`src/rtl/xdma_pkg.sv`:
```
// Shared types and defaults for the XDMA finish path.
// The finish record is sized for the widest supported dma_id and address;
// users narrow it to their own IdWidth/AddrWidth.
package xdma_pkg;

  localparam int unsigned DefaultTimeoutCycles = 1024;
  localparam int unsigned MaxIdWidth           = 32;
  localparam int unsigned MaxAddrWidth         = 64;

  typedef struct packed {
    logic [MaxIdWidth-1:0]   dma_id;
    logic [MaxAddrWidth-1:0] addr;
  } finish_rec_t;

  typedef enum logic {
    EMPTY = 1'b0,
    HOLD  = 1'b1
  } fin_state_e;

endpackage

```
`src/rtl/rr_arb_tree.sv`:
```
// Round-robin selector: picks the first asserted request at or after
// rr_ptr, wrapping around NumReq. Purely combinational.
module rr_arb_tree #(
  parameter  int unsigned NumReq = 4,
  localparam int unsigned IdxW   = $clog2(NumReq)
) (
  input  logic [NumReq-1:0] req,
  input  logic [IdxW-1:0]   rr_ptr,
  output logic              gnt_valid,
  output logic [IdxW-1:0]   gnt_idx
);

  // Scan requesters starting at the pointer; the first hit wins.
  always_comb begin
    gnt_valid = 1'b0;
    gnt_idx   = '0;
    for (int unsigned off = 0; off < NumReq; off++) begin
      int unsigned cand;
      cand = (32'(rr_ptr) + off) % NumReq;
      if (!gnt_valid && req[cand[IdxW-1:0]]) begin
        gnt_valid = 1'b1;
        gnt_idx   = cand[IdxW-1:0];
      end
    end
  end

endmodule

```
`src/rtl/xdma_finish_scheduler.sv`:
```
// Finish scheduler: arbitrates NumReq finish requesters round-robin into a
// single held finish record with valid/ready output handshake.
// Optional stall watchdog enabled by defining XDMA_FINISH_SCHED_TIMEOUT_EN.
module xdma_finish_scheduler
  import xdma_pkg::*;
#(
  parameter int unsigned NumReq        = 4,
  parameter int unsigned IdWidth       = 8,
  parameter int unsigned AddrWidth     = 48,
  parameter int unsigned TimeoutCycles = DefaultTimeoutCycles
) (
  input  logic                              clk_i,
  input  logic                              rst_ni,
  input  logic [NumReq-1:0]                 req_valid_i,
  output logic [NumReq-1:0]                 req_ready_o,
  input  logic [NumReq-1:0][IdWidth-1:0]    req_dma_id_i,
  input  logic [NumReq-1:0][AddrWidth-1:0]  req_addr_i,
  output logic                              finish_valid_o,
  input  logic                              finish_ready_i,
  output logic [IdWidth-1:0]                finish_dma_id_o,
  output logic [AddrWidth-1:0]              finish_addr_o,
  output logic [$clog2(NumReq)-1:0]         finish_src_o,
  output logic                              timeout_o
);

  localparam int unsigned IdxW = $clog2(NumReq);

  if (NumReq < 2 || NumReq > 16) begin : g_bad_numreq
    $error("NumReq must be in 2..16");
  end
  if (IdWidth > MaxIdWidth || AddrWidth > MaxAddrWidth) begin : g_bad_width
    $error("IdWidth/AddrWidth exceed finish_rec_t capacity");
  end

  fin_state_e      state_q, state_d;
  logic [IdxW-1:0] rr_q, rr_d;
  logic [IdxW-1:0] gnt_idx;
  logic [IdxW-1:0] src_q;
  logic            arb_valid;
  logic            handshake;
  logic            load_en;
  finish_rec_t     rec_q, rec_in;
  logic            unused_rec_bits;

  rr_arb_tree #(
    .NumReq (NumReq)
  ) u_arb (
    .req       (req_valid_i),
    .rr_ptr    (rr_q),
    .gnt_valid (arb_valid),
    .gnt_idx   (gnt_idx)
  );

  // A new finish may be loaded whenever the output register is free or is
  // being drained this cycle; reset suppresses any grant.
  assign handshake = (state_q == HOLD) && finish_ready_i;
  assign load_en   = rst_ni && arb_valid && ((state_q == EMPTY) || finish_ready_i);

  // One-hot accept to the granted requester only.
  always_comb begin
    req_ready_o = '0;
    if (load_en) begin
      req_ready_o[gnt_idx] = 1'b1;
    end
  end

  // Widen the granted requester's fields into the shared record type.
  always_comb begin
    rec_in        = '0;
    rec_in.dma_id = MaxIdWidth'(req_dma_id_i[gnt_idx]);
    rec_in.addr   = MaxAddrWidth'(req_addr_i[gnt_idx]);
  end

  // Next state and round-robin pointer.
  always_comb begin
    state_d = state_q;
    rr_d    = rr_q;
    case (state_q)
      EMPTY:   if (load_en) state_d = HOLD;
      HOLD:    if (handshake && !load_en) state_d = EMPTY;
      default: state_d = EMPTY;
    endcase
    if (load_en) begin
      rr_d = (gnt_idx == IdxW'(NumReq - 1)) ? '0 : gnt_idx + 1'b1;
    end
  end

  // State and pointer registers.
  always_ff @(posedge clk_i or negedge rst_ni) begin
    if (!rst_ni) begin
      state_q <= EMPTY;
      rr_q    <= '0;
    end else begin
      state_q <= state_d;
      rr_q    <= rr_d;
    end
  end

  // Output register: loads only on a grant, otherwise holds steady.
  always_ff @(posedge clk_i or negedge rst_ni) begin
    if (!rst_ni) begin
      rec_q <= '0;
      src_q <= '0;
    end else if (load_en) begin
      rec_q <= rec_in;
      src_q <= gnt_idx;
    end
  end

  assign finish_valid_o  = (state_q == HOLD);
  assign finish_dma_id_o = rec_q.dma_id[IdWidth-1:0];
  assign finish_addr_o   = rec_q.addr[AddrWidth-1:0];
  assign finish_src_o    = src_q;

  // Upper record bits are constant zero when narrower widths are configured.
  assign unused_rec_bits = ^rec_q;

`ifdef XDMA_FINISH_SCHED_TIMEOUT_EN
  localparam int unsigned CntW = $clog2(TimeoutCycles + 1);

  logic [CntW-1:0] stall_cnt_q;
  logic            timeout_q;

  // Count consecutive stalled HOLD cycles; flag is sticky until reset.
  always_ff @(posedge clk_i or negedge rst_ni) begin
    if (!rst_ni) begin
      stall_cnt_q <= '0;
      timeout_q   <= 1'b0;
    end else if ((state_q == HOLD) && !finish_ready_i) begin
      if (stall_cnt_q != CntW'(TimeoutCycles)) begin
        stall_cnt_q <= stall_cnt_q + 1'b1;
      end
      if (stall_cnt_q >= CntW'(TimeoutCycles - 1)) begin
        timeout_q <= 1'b1;
      end
    end else begin
      stall_cnt_q <= '0;
    end
  end

  assign timeout_o = timeout_q;
`else
  localparam int unsigned unused_timeout_cycles = TimeoutCycles;

  assign timeout_o = 1'b0;
`endif

endmodule

```
`config.mk`:
```
export PLATFORM = sky130hd
export DESIGN_NAME = xdma_finish_scheduler
export DESIGN_NICKNAME = d
export VERILOG_FILES = /design/src/rtl/xdma_pkg.sv /design/src/rtl/rr_arb_tree.sv /design/src/rtl/xdma_finish_scheduler.sv
export SDC_FILE = /design/constraint.sdc
export NUM_CORES = 1
export LEC_CHECK = 0
export CAP_MARGIN = 20
export CORE_AREA = 2 2 114 116
export DETAILED_ROUTE_END_ITERATION = 8
export DIE_AREA = 0 0 116 118
export GPL_ROUTABILITY_DRIVEN = 0
export PLACE_DENSITY = 0.88
export SLEW_MARGIN = 0
export SYNTH_ARGS = -nofsm -noshare
export SYNTH_HDL_FRONTEND = slang
export SYNTH_HIERARCHICAL = 1
export SYNTH_SLANG_ARGS = --single-unit
export TNS_END_PERCENT = 10
```
`constraint.sdc`:
```
create_clock -name clk_i -period 2.36 [get_ports clk_i]
set_input_delay 0.236 -clock clk_i [delete_from_list [all_inputs] [get_ports clk_i]]
set_output_delay 0.236 -clock clk_i [all_outputs]
set_load 0.1 [all_outputs]
```
==> implementation parameters, run 1 <==
Parameter                              Value

Global routing
  Via count of the first global-routing pass ... 4013
  Antenna violations before repair ... 0
  Overall overflow remaining after global route ... 0
  Global-route wire length before repair ... 19980 um
  Pin count of the biggest net entering global routing ... 62
  GRT Overall Usage ... 19.01%

Yosys
  Total standard cell area after synthesis ... 3817 um2
  Post-synthesis share of cell area spent on and, or, nand and nor gates ... 1.245%
  Post-Synth Adder-Cell Area ... 1.311%
  Synth Area in XOR/XNOR ... 0%
  Post-synthesis net count ... 464
  Count of different cell masters after synthesis ... 23
  Flip-flop and latch count after synthesis ... 61
  Proportion of synthesized flip-flops having asynchronous set or reset ... 100.0%
  Dominant combinational cell family by area after synthesis ... multiplexers
  Portion of the post-synthesis area used by sequential elements ... 39.99%
  Cells after Synth ... 229
  Number of enable flip-flop cells after synthesis ... 0
  Most used flip-flop cell after synthesis ... sky130_fd_sc_hd__dfrtp_1
  Total number of yosys warnings ... 6
  Area fraction in compound gates after synthesis ... 1.508%
  Mux contribution to synthesized area ... 51.43%
  Average cell area after synthesis ... 16.67 um2

CTS
  TritonCTS clock tree ... built
  Max Root-Sink Buffers ... 2
  Total clock sinks ... 61
  TritonCTS buffer count ... 9
  CTS H-Tree Depth ... 3
  Clock slew at the register clock pins of the worst setup and hold paths ... 0.05 ns
  Clock Latency Late Sink ... 0.32 ns
  Clock tree root buffer cell ... sky130_fd_sc_hd__clkbuf_16
  Hold buffer count at cts ... 0

Detailed routing
  Post-DR wirelength/cell ... 18.09 um
  Routed Antenna Nets ... 0
  Length of the first detailed-routing pass in iterations ... 4
  DR iter-0 viols ... 68
  Detail-routed via count per cell ... 4.822
  DRC errors left ... 0
  Total via count after detailed routing ... 3491
  Routed wire length ... 13100 um

Final layout
  Leading cell type in the layout, fill and taps excluded ... sky130_fd_sc_hd__clkdlybuf4s50_1
  Layout net count ... 782
  Share of layout cells above drive strength 1 ... 42.75%
  Sequential cell area in the final layout ... 1526 um2
  Count of filler cells inserted in the layout ... 979
  Synth-to-layout area growth ... 94.00%
  Commonest cells after routing, fill and taps aside ... 228 x sky130_fd_sc_hd__clkdlybuf4s50_1, 82 x sky130_fd_sc_hd__buf_4, 61 x sky130_fd_sc_hd__dfrtp_1
  Multi-input gate area ... 2168 um2
  Antenna cell count ... 0

Run
  Max-cap check violation count ... 0

Floorplanning
  Starting Density ... 30.75%
  Die Area ... 13690 um2
  Row cnt ... 41
  Height of the die ... 118 um
  Area of the core ... 12410 um2
  Ports ... 295
  Horizontal die dimension ... 116 um

Critical path
  Max FO, Critical Path ... 9
  Slack of the worst reg-to-reg path ... 0.06 ns
  Worst setup SP type ... register
  Launch point of the worst reg-to-reg path ... rr_q[0]$_DFFE_PN0P_
  Data required time of the worst path ... 2.56 ns
  Reg-to-reg endpoint ... finish_dma_id_o[4]$_DFFE_PN0P_
  Data arrival time of the critical path ... 2.50 ns
  Worst Reg-to-Reg Cells ... 8
  Category of the critical setup timing path ... register to register
  CP endpoint kind ... register

STA
  Number of hold-slack violations in the final timing report ... 0
  Final WS setup ... 0.06321 ns
  Unrepaired setup endpoints after global routing ... true
  Maximum clock frequency ... 435.4 MHz
  Final-report max-slew violation count ... 0
  Pin slew with the least headroom to its limit ... 0.7875 ns
  Post-layout min period ... 2.297 ns
  Final setup fails ... 0
  Relative slew slack ... 47.50%
  Clk_skew ... 0.006875 ns
  Hold WS ... 0.1255 ns
  Ratio of final minimum period to clock period ... 97.32%

Pwr
  Total power ... 10.90 mW
  Areal power density over the cells ... 1472 nW/um2
  Lkg Pwr ... 2.997 nW
  Peak supply drop ... 973.4 uV

Placement
  Place WS ... -0.2809 ns
  Half-perimeter wire length after detailed placement ... 10610 um
  Number of buffers added on ports ... 293

Worst hold path
  Worst hold-check path type ... primary input to async pin

Outcome
  Result of the run ... complete, no violations
cell families (layout without fill, tap and decap cells):
group	count (synthesis)	in the layout
flops	61	61
mux	116	116
simple gates	9	9
compound gates	9	9
buf+inv	29	352
fa+ha+maj	4	4
other cells	1	1
power breakdown:
part           internal (mW)  switching, mW  total, mW
Clock                  0.767          0.440       1.21
Combinational           2.65           5.13       7.78
Sequential              1.58          0.334       1.91
Total                   5.00           5.90       10.9
critical path: stages (launching register included):
cell and delay, ns:
sky130_fd_sc_hd__dfrtp_1 0.37, sky130_fd_sc_hd__inv_2 0.05, sky130_fd_sc_hd__a221o_1 0.35, sky130_fd_sc_hd__a21oi_4 0.18, sky130_fd_sc_hd__buf_12 0.12, sky130_fd_sc_hd__buf_6 0.14, sky130_fd_sc_hd__buf_12 0.15, sky130_fd_sc_hd__mux4_2 0.52
sky130_fd_sc_hd__mux2_2 0.28
through the flow:
stage | instances | cell area [um2] | TNS [ns] | util [%]
2_1_floorplan | 229 | 3819 | -0.4117 | -
3_3_place_gp | 702 | 7059 | -12.25 | 56.86
3_5_place_dp | 702 | 7059 | -13.58 | 56.86
4_1_cts | 722 | 7362 | 0 | 59.30
5_1_grt | 724 | 7406 | -0.02851 | 59.66
6_report | 724 | 7406 | 0 | 59.66
final cells by class:
| cell class | count | area share [%] |
|---|---|---|
| timing repair buffer | 327 | 43.06 |
| multi-input combinational | 139 | 29.28 |
| sequential | 61 | 20.61 |
| clock buffer | 15 | 3.615 |
| tap | 172 | 2.906 |
| inverter | 9 | 0.4562 |
| clock inverter | 1 | 0.06758 |
registers in the layout, summed over array words and instances (netlist names):
name             flops
finish_dma_id_o      8
finish_src_o         2
finish_valid_o       1
finish_addr_o       48
rr_q                 2
cells in the mapped netlist, types with 2 or more instances:
cell type | instances | area, um2
sky130_fd_sc_hd__mux4_2 | 56 | 1261
sky130_fd_sc_hd__mux2_2 | 53 | 596.8
sky130_fd_sc_hd__buf_2 | 13 | 65.06
sky130_fd_sc_hd__mux2_4 | 7 | 105.1
sky130_fd_sc_hd__and2_1 | 4 | 25.02
sky130_fd_sc_hd__dfrtp_1 | 61 | 1526
sky130_fd_sc_hd__inv_1 | 8 | 30.03
sky130_fd_sc_hd__clkbuf_1 | 3 | 11.26
sky130_fd_sc_hd__o21ai_0 | 2 | 10.01
sky130_fd_sc_hd__a21oi_1 | 4 | 20.02
sky130_fd_sc_hd__nor2_1 | 2 | 7.510
sky130_fd_sc_hd__ha_1 | 4 | 50.05
sky130_fd_sc_hd__buf_12 | 2 | 40.04
per-layer routing:
metal / wire (um) / GRT usage (%) / part of all wire [%] / vias to the layer above
met3: 1098 / 5.613 / 8.4 / 17
met1: 4521 / 19.36 / 35 / 1738
met2: 7238 / 36.51 / 55 / 184
li1: - / - / - / 1552
met4: 239 / 5.580 / 1.8 / 0
met5: 0 / 0 / 0 / -
timing repair:
action	CTS	global route
setup buffers	4	2
pin swaps	2	3
endpoints found under the setup margin	4	15
resized for setup	0	10
cloned	0	0
how the worst max path moves through the flow:
| stage | startpoint | end | slack [ns] | depth (start not counted) |
|---|---|---|---|---|
| after floorplan | finish_valid_o$_DFF_PN0_ | req_ready_o[1] | -0.14 | 3 |
| after global routing | rr_q[0]$_DFFE_PN0P_ | req_ready_o[2] | -0.01 | 9 |
| after detailed placement | req_valid_i[1] | finish_addr_o[26]$_DFFE_PN0P_ | -0.28 | 8 |
| after CTS | rr_q[0]$_DFFE_PN0P_ | req_ready_o[2] | 0.01 | 9 |
| final | rr_q[0]$_DFFE_PN0P_ | finish_dma_id_o[4]$_DFFE_PN0P_ | 0.06 | 8 |
| after global placement | req_valid_i[1] | finish_addr_o[22]$_DFFE_PN0P_ | -0.25 | 8 |
Power figures use the tool's default switching activity.
==> inputs of run 2 (changes only) <==
==> constraint.sdc (replaced) <==
create_clock -name clk_i -period 1.9 [get_ports clk_i]
set_input_delay 0.19 -clock clk_i [delete_from_list [all_inputs] [get_ports clk_i]]
set_output_delay 0.19 -clock clk_i [all_outputs]
set_load 0.1 [all_outputs]
==> implementation parameters, run 2 (synthesis gave the netlist of run 1 again) <==
Parameter                              Value

Final layout
  Leading cell type in the layout, fill and taps excluded ... sky130_fd_sc_hd__clkdlybuf4s50_1
  Count of filler cells inserted in the layout ... 952
  Post-route cell area ... 7814 um2
  Commonest cells after routing, fill and taps aside ... 227 x sky130_fd_sc_hd__clkdlybuf4s50_1, 76 x sky130_fd_sc_hd__buf_4, 60 x sky130_fd_sc_hd__dfrtp_1
  Number of flip-flops in the largest register ... 48
  Share of layout cells above drive strength 1 ... 45.11%
  Layout net count ... 782
  Synth-to-layout area growth ... 104.7%
  Final Util ... 62.94%
  Antenna cell count ... 0

Detailed routing
  Post-DR wirelength/cell ... 20.18 um
  DRC errors left ... 0
  Routed wire length ... 14610 um
  DR iter-0 viols ... 136
  Detail-routed via count per cell ... 4.840
  Routed Antenna Nets ... 0
  Total via count after detailed routing ... 3504
  Length of the first detailed-routing pass in iterations ... 4

Pwr
  Psw ... 7.596 mW
  Peak supply drop ... 1116 uV
  Switching portion of total power ... 51.69%
  Areal power density over the cells ... 1881 nW/um2
  Relative contribution of sequential cells to total power ... 16.2%
  Power Internal ... 7.101 mW
  Combinational group share of total power ... 70.8%
  Clk network pwr share ... 13.0%
  Lkg Pwr ... 3.234 nW

STA
  Number of hold-slack violations in the final timing report ... 0
  Maximum clock frequency ... 444.5 MHz
  Relative slew slack ... 47.07%
  Final setup fails ... 61
  Ratio of final minimum period to clock period ... 118.4%
  Pin slew with the least headroom to its limit ... 0.7940 ns
  Total Neg Setup Slack ... -18.25 ns
  Unrepaired setup endpoints after global routing ... true
  Clk_skew ... 0.005819 ns
  Final-report max-slew violation count ... 0
  Post-layout min period ... 2.250 ns
  Final WS setup ... -0.3496 ns

Critical path
  Data arrival time of the critical path ... 2.45 ns
  Data required time of the worst path ... 2.10 ns
  CP endpoint kind ... register
  Category of the critical setup timing path ... primary input to register
  Max FO, Critical Path ... 7
  Worst setup SP type ... primary input

Floorplanning
  Die Area ... 13690 um2
  Starting Density ... 30.75%
  Height of the die ... 118 um
  Ports ... 295
  Area of the core ... 12410 um2
  Horizontal die dimension ... 116 um
  Row cnt ... 41

CTS
  CTS H-Tree Depth ... 3
  Clock slew at the register clock pins of the worst setup and hold paths ... 0.05 ns
  Clock Latency Late Sink ... 0.32 ns
  TritonCTS clock tree ... built
  TritonCTS buffer count ... 9
  Hold buffer count at cts ... 0
  Max Root-Sink Buffers ... 2
  Total clock sinks ... 61
  Clock tree root buffer cell ... sky130_fd_sc_hd__clkbuf_16

Global routing
  Met1 Use GR ... 22.52%
  GR Layer Usage met2 ... 39.84%
  Antenna violations before repair ... 0
  Via count of the first global-routing pass ... 4187
  Most crowded layer after global routing ... met2
  GRT Overall Usage ... 21.25%
  Met3 usage in global routing ... 4.789%
  Global-route wire length before repair ... 21920 um
  Overall overflow remaining after global route ... 0
  Pin count of the biggest net entering global routing ... 62

Placement
  Half-perimeter wire length after detailed placement ... 10830 um
  Placed Area ... 6969 um2
  Number of buffers added on ports ... 293

Outcome
  Failing checks ... negative setup slack
  Result of the run ... finished, violations left

Run
  Max-cap check violation count ... 0

Worst hold path
  Worst hold-check path type ... primary input to async pin
[run 2: cell types whose count changed in the layout (fill, tap and decap cells not counted), moves of 3 or more]
| cell | change |
|---|---|
| sky130_fd_sc_hd__buf_4 | -6 |
| sky130_fd_sc_hd__buf_16 | +4 |
| sky130_fd_sc_hd__clkbuf_1 | -4 |
| sky130_fd_sc_hd__bufinv_16 | +3 |
| sky130_fd_sc_hd__mux2_2 | -35 |
| sky130_fd_sc_hd__mux2_4 | +35 |
[run 2: cell type report]
class	count	area, um2	area share (%)
repair buffers	327	3337	42.71
multi-input cells	139	2351	30.09
flip-flops and latches	61	1528	19.55
clock buffers	10	239.0	3.058
well taps	172	215.2	2.754
clock inverters	6	110.1	1.409
inverters	9	33.78	0.4323
[run 2: critical path: stages]
cell and delay [ns]:
sky130_fd_sc_hd__clkdlybuf4s50_1 0.48, sky130_fd_sc_hd__a221o_1 0.42, sky130_fd_sc_hd__a21oi_4 0.21, sky130_fd_sc_hd__buf_12 0.20
sky130_fd_sc_hd__buf_16 0.15, sky130_fd_sc_hd__mux4_2 0.51, sky130_fd_sc_hd__mux2_4 0.28
[run 2: layer usage]
layer,part of all wire [%],vias to the layer above
met3,7.1,28
met5,0,-
met4,2.2,0
met2,56,171
met1,34,1753
li1,-,1552
[run 2: final timing paths]
path	start	endpoint	slack (ns)	cells past startpoint
worst max-delay path	req_valid_i[2]	finish_addr_o[40]$_DFFE_PN0P_	-0.35	7
worst min-delay path	rst_ni	finish_addr_o[10]$_DFFE_PN0P_	0.09	2
worst max register to register	rr_q[0]$_DFFE_PN0P_	finish_addr_o[40]$_DFFE_PN0P_	-0.34	7
worst min register to register	finish_addr_o[21]$_DFFE_PN0P_	finish_addr_o[21]$_DFFE_PN0P_	0.50	1
max in group asynchronous	rst_ni	finish_valid_o$_DFF_PN0_	1.26	2
min in group clk_i	rst_ni	finish_valid_o$_DFF_PN0_	0.21	3
[run 2: timing repair]
item | in CTS | in global routing
pin swaps | 4 | 1
setup buffers | 7 | 2
gates resized for setup | 47 | 11
setup endpoints to repair | 62 | 64
gates cloned | 5 | 2
[run 2: stage by stage]
stage	setup WS [ns]	total power [mW]	hold slack, ns	cells
final	-0.3496	14.70	0.09129	724
after global routing	-0.4136	15.23	0.1652	724
after CTS	-0.3467	14.58	0.1201	720
after detailed placement	-0.6834	11.80	0.4719	692
after global placement	-0.6272	11.64	0.4524	692
after floorplan	-0.2396	9.484	-0.1056	229
[run 2: power by group through the flow]
stage,Combinational (mW),Sequential [mW],Clock [mW]
CTS,10.3,2.37,1.95
finish,10.4,2.38,1.91
detailed placement,9.45,2.35,0
floorplan,2.53,6.95,0
global route,10.8,2.46,2.01
global placement,9.32,2.32,0
